`config.mk`:
```
export PLATFORM = sky130hd
export DESIGN_NAME = count_sched
export DESIGN_NICKNAME = d
export VERILOG_FILES = /design/src/rtl/count_sched.sv
export SDC_FILE = /design/constraint.sdc
export NUM_CORES = 1
export LEC_CHECK = 0
export CORE_UTILIZATION = 38
export CTS_CLUSTER_DIAMETER = 40
export DETAILED_ROUTE_END_ITERATION = 12
export GPL_TIMING_DRIVEN = 0
export PLACE_DENSITY_LB_ADDON = 0.05
export REMOVE_ABC_BUFFERS = 1
export SLEW_MARGIN = 20
export SYNTH_ARGS = -nofsm -noshare
export SYNTH_HDL_FRONTEND = slang
export SYNTH_SLANG_ARGS = --single-unit
```
`constraint.sdc`:
```
create_clock -name clk -period 3.5 [get_ports clk]
set_input_delay 0.525 -clock clk [delete_from_list [all_inputs] [get_ports clk]]
set_output_delay 0.525 -clock clk [all_outputs]
set_load 0.02 [all_outputs]
```
`src/rtl/count_sched.sv`:
```
// Sequencing controller for an up-counter: load/start/stop/pause control,
// prescaled count tick, terminal-count compare with one-shot or periodic reload.
module count_sched #(
  parameter int WIDTH    = 8,
  parameter int PRESCALE = 1
) (
  input  logic             clk,
  input  logic             reset,
  input  logic             start,
  input  logic             stop,
  input  logic             pause,
  input  logic             mode,
  input  logic [WIDTH-1:0] load_val,
  input  logic [WIDTH-1:0] term_val,
  input  logic             irq_ack,
  output logic [WIDTH-1:0] count,
  output logic             busy,
  output logic             done_irq,
  output logic             overrun,
  output logic             wrap
);

  typedef enum logic [1:0] {
    IDLE = 2'd0,
    RUN  = 2'd1,
    HOLD = 2'd2,
    DONE = 2'd3
  } state_t;

  // Nine bits hold every prescaler value for PRESCALE up to 256.
  localparam int              PW        = 9;
  localparam logic [PW-1:0]   PRE_LAST  = PW'(PRESCALE - 1);
  localparam logic [PW-1:0]   PRE_ONE   = {{(PW-1){1'b0}}, 1'b1};
  localparam logic [WIDTH-1:0] CNT_ONE  = {{(WIDTH-1){1'b0}}, 1'b1};
  localparam logic [WIDTH-1:0] ALL_ONES = {WIDTH{1'b1}};

  state_t           state_r, state_s;
  logic [WIDTH-1:0] count_r, count_s;
  logic [PW-1:0]    pre_r, pre_s;
  logic             done_irq_r, done_irq_s;
  logic             overrun_r, overrun_s;
  logic             wrap_r, wrap_s;
  logic             busy_r, busy_s;

  assign count    = count_r;
  assign busy     = busy_r;
  assign done_irq = done_irq_r;
  assign overrun  = overrun_r;
  assign wrap     = wrap_r;

  // Next-state, count, prescaler and interrupt logic; priority stop > start > pause > tick.
  always_comb begin
    state_s    = state_r;
    count_s    = count_r;
    pre_s      = pre_r;
    done_irq_s = done_irq_r;
    overrun_s  = overrun_r;
    wrap_s     = 1'b0;

    // Ack clears first so a same-cycle terminal event can override it.
    if (irq_ack) begin
      done_irq_s = 1'b0;
      overrun_s  = 1'b0;
    end else begin
      done_irq_s = done_irq_r;
      overrun_s  = overrun_r;
    end

    if (stop) begin
      state_s = IDLE;
      pre_s   = {PW{1'b0}};
    end else if (start) begin
      state_s = RUN;
      count_s = load_val;
      pre_s   = {PW{1'b0}};
    end else begin
      case (state_r)
        RUN: begin
          if (pause) begin
            state_s = HOLD;
          end else if (pre_r == PRE_LAST) begin
            pre_s = {PW{1'b0}};
            if (count_r == term_val) begin
              done_irq_s = 1'b1;
              if (done_irq_r) begin
                overrun_s = 1'b1;
              end else begin
                overrun_s = overrun_s;
              end
              if (mode) begin
                count_s = load_val;
              end else begin
                state_s = DONE;
              end
            end else begin
              count_s = count_r + CNT_ONE;
              wrap_s  = (count_r == ALL_ONES);
            end
          end else begin
            pre_s = pre_r + PRE_ONE;
          end
        end
        HOLD: begin
          if (pause) begin
            state_s = HOLD;
          end else begin
            state_s = RUN;
          end
        end
        IDLE:    state_s = IDLE;
        DONE:    state_s = DONE;
        default: state_s = IDLE;
      endcase
    end

    busy_s = (state_s == RUN) || (state_s == HOLD);
  end

  // State and output registers.
  always_ff @(posedge clk or negedge reset) begin
    if (!reset) begin
      state_r    <= IDLE;
      count_r    <= {WIDTH{1'b0}};
      pre_r      <= {PW{1'b0}};
      done_irq_r <= 1'b0;
      overrun_r  <= 1'b0;
      wrap_r     <= 1'b0;
      busy_r     <= 1'b0;
    end else begin
      state_r    <= state_s;
      count_r    <= count_s;
      pre_r      <= pre_s;
      done_irq_r <= done_irq_s;
      overrun_r  <= overrun_s;
      wrap_r     <= wrap_s;
      busy_r     <= busy_s;
    end
  end

endmodule

```
==> summary by stage <==
Die
The area inside the core boundary is 3720 um^2. The full die area is 4210 um^2. In this run the horizontal extent of the chip is 64.9 um. The initialized floorplan defines 22 standard-cell rows. The number of top-level design ports is 35. The floorplan step set the die height to 64.9 um.

For this configuration, the core starts out at a cell density of 0.404.

Cells and area
The most frequent standard cell in the layout excluding fill and tap cells is sky130_fd_sc_hd__clkdlybuf4s50_1. In the final layout, the share of cells above drive strength 1 is 0.104. 0 antenna diodes ended up in the layout.

Summing all multi-input logic gate instances after layout gives 862 um^2. The top cell types in the final layout, fill and taps aside, are 33 x sky130_fd_sc_hd__clkdlybuf4s50_1, 23 x sky130_fd_sc_hd__dfrtp_1, 14 x sky130_fd_sc_hd__nor2_1. Counting the fill cells in the layout gives 358. The sequential cells in the finished layout cover a total of 576 um^2. The filler-free cell count of the finished design is 240.

The finished cells cover 1920 um^2. The area added between synthesis and finish is 27.7%. The final net count is 219.

Placement
The routability-driven placement congestion ratio is 0.823. The estimated wirelength of the detail-placed design is 2430 um. The standard cell area after detailed placement is 1880 um^2.

Including well taps, the total number of placed cells is 236. The number of buffer cells added on primary ports is 34.

Routing
Dividing the detail-routed wire length by the instance count gives 13.3 um. After detailed routing, the number of vias per cell comes to 5.36. The wire length reported by the detailed router is 3180 um. Before antenna repair, the detailed router went through 6 iterations.

In the routed design, unresolved DRC markers number 0. The highest routed metal layer is met4. The detailed router put a total of 1530 um of wire on met1. Wire segments on met3 add up to 106 um in the final route.

Wire segments on met2 add up to 1530 um in the final route. The number of nets with antenna violations after routing is 0. For this block, the initial DRC count from the detailed router was 61. The number of vias after detailed routing is 1286.

Global routing
The number of global-route vias before repair is 1289. The wire length of the first global-routing pass is 5910 um. The number of antenna violations at the first check in global routing came to 0. For this run the aggregate overflow at the end of global routing stands at 0. The pin count of the biggest net entering global routing is 24. For this run, the total global-route usage over all layers was measured as 0.180.

Synthesis
The mean area per synthesized cell is 9.57 um^2. In this run, synthesis produced a sequential element count of 23. The number of distinct library cells after synthesis is 44. For this run, the register share of the synthesized area comes to 0.383. The number of warning messages in the yosys log is 0.

The dominant register cell in the synthesized netlist is sky130_fd_sc_hd__dfrtp_1. In the synthesized netlist the async set-or-reset flop fraction comes to 1.00. The count of flip-flops with a built-in enable after synthesis is 0. The number of standard cells after synthesis is 157. The synthesized cell area is 1500 um^2.

Setup path
The worst setup path is captured at a register. The nature of the critical path startpoint is an input port. The slowest library cell on the worst path is sky130_fd_sc_hd__a311oi_4. STA puts the critical path data required time at 3690 ps. The number of buffers and inverters on the critical path is 1. The delay of the slowest critical-path stage is 750 ps. The family with the most delay on the worst path is compound AO/OA/AOI/OAI gates. The worst setup path is of the input port to register kind. The highest fanout seen on the critical path is 16.

STA puts the critical path data arrival time at 2760 ps. Traced cell by cell, the critical path runs through clkdlybuf4s50_1 > nor3b_2 > a31oi_1 > a311oi_4 > a21boi_1 > a2bb2oi_2.

Run status
The flow ran to the end, and the final reports show no timing, DRC or antenna violations.

Pwr
The leakage power total is 0.761 nW. The power density over cell area is 396 nW/um^2. IR analysis of the VDD net gives a maximum drop of 0.209 mV.

STA
On the final layout, the worst clock skew is 4.41 ps. Setup violations remaining at the end of the flow were counted as 0. Timing would allow up to 0.388 GHz. The number of max-slew violations in the final report is 0. For the pin with the worst max-slew slack, the measured transition is 815 ps.

The share of the clock period used by the worst path after layout is 0.736. Headroom to the max-slew limit came out at 0.456. The number of hold-slack violations in the final timing report is 0.

Setup repair after global routing left no endpoint under its margin. The clock period could shrink to 2570 ps. For the final routed database, the setup TNS stands at 0 ps.

Clock network
The number of hold buffers added after CTS was 0. Clock-pin slew was measured on the worst setup and hold paths at 80 ps. No sink is reached through more buffers than the 2 on the longest clock path. The level count of the clock H-tree is 1. The later-pin clock latency in the skew report is 260 ps. In this run the post-CTS setup repair buffer count came out at 0. For this design, the sink count on the clock tree is 23. The number of gates given a new drive strength after cts is 0.

TritonCTS built the clock tree. The number of clock buffers added by TritonCTS is 3. The tree is rooted in a sky130_fd_sc_hd__clkbuf_8.

Min path
The path class of the tightest hold or removal check is input port to async pin.

Run
The tool flagged a number of max-cap violations equal to 0.
report_power, final:
part,leakage (nW),internal (mW),switching (mW),total [mW]
Sequential,0.295,0.290,0.0423,0.332
Combinational,0.443,0.136,0.126,0.262
Clock,0.0228,0.0811,0.0838,0.165
sequential cells by signal, summed over array words and instances, names as in the netlist:
register  count
count         8
pre_r         9
overrun       1
state_r       2
done_irq      1
busy          1
wrap          1
layer usage:
metal | global-route usage | up-vias
li1 | - | 646
met1 | 0.251 | 611
met2 | 0.293 | 27
met3 | 0.0194 | 2
met4 | 0.0444 | 0
met5 | 0 | -
layout make-up:
type / count / area share
Clock buffer: 4 / 0.0235
Inverter: 11 / 0.0215
Multi-Input combinational cell: 120 / 0.449
Sequential cell: 23 / 0.300
Tap cell: 48 / 0.0313
Timing Repair Buffer: 34 / 0.175
cells in the mapped netlist (2+ instances only):
cell,number,share of area
sky130_fd_sc_hd__and3_1,2,0.0083
sky130_fd_sc_hd__xnor2_1,9,0.052
sky130_fd_sc_hd__o21ai_0,9,0.030
sky130_fd_sc_hd__a31oi_1,3,0.012
sky130_fd_sc_hd__inv_1,11,0.027
sky130_fd_sc_hd__nand2b_1,2,0.0083
sky130_fd_sc_hd__dfrtp_1,23,0.38
sky130_fd_sc_hd__a21boi_1,5,0.025
sky130_fd_sc_hd__a2bb2oi_1,2,0.012
sky130_fd_sc_hd__nor2_1,14,0.035
sky130_fd_sc_hd__ha_1,3,0.025
sky130_fd_sc_hd__a2bb2oi_2,4,0.040
sky130_fd_sc_hd__nand3_1,10,0.033
sky130_fd_sc_hd__nor3_1,5,0.017
sky130_fd_sc_hd__mux2i_1,6,0.040
sky130_fd_sc_hd__nand2_1,13,0.032
sky130_fd_sc_hd__nand4_1,4,0.017
sky130_fd_sc_hd__a21oi_1,6,0.020
per-stage QoR:
stage / hold slack (ps) / utilization / setup slack, ps / power, mW
after floorplan: 229 / - / 1520 / 0.490
after global placement: 505 / 0.506 / 686 / 0.599
after detailed placement: 508 / 0.506 / 618 / 0.602
after CTS: 526 / 0.518 / 880 / 0.773
after global routing: 274 / 0.516 / 720 / 0.812
final: 228 / 0.516 / 926 / 0.759
logic make-up after synthesis:
family                     count (synthesis)  synth area share
and+or+nand+nor                           58             0.211
muxes                                      7            0.0475
buffers and inverters                     14            0.0433
AOI/OAI and AO/OA                         42             0.232
xor gates and xnor gates                  10            0.0583
DFF                                       23             0.383
adders and majority gates                  3            0.0250
worst paths after layout:
check / from / end / slack, ps / cells after the start
max: pause / count[7]$_DFFE_PN0P_ / 930 / 6
min: reset / pre_r[2]$_DFFE_PN0P_ / 230 / 1
max reg2reg: pre_r[0]$_DFFE_PN0P_ / count[7]$_DFFE_PN0P_ / 1200 / 7
min reg2reg: pre_r[8]$_DFFE_PN0P_ / pre_r[8]$_DFFE_PN0P_ / 520 / 1
max in group asynchronous: reset / count[6]$_DFFE_PN0P_ / 2920 / 1
min in group clk: pre_r[8]$_DFFE_PN0P_ / pre_r[8]$_DFFE_PN0P_ / 520 / 1
No activity file was read; power rests on OpenSTA's default activity.
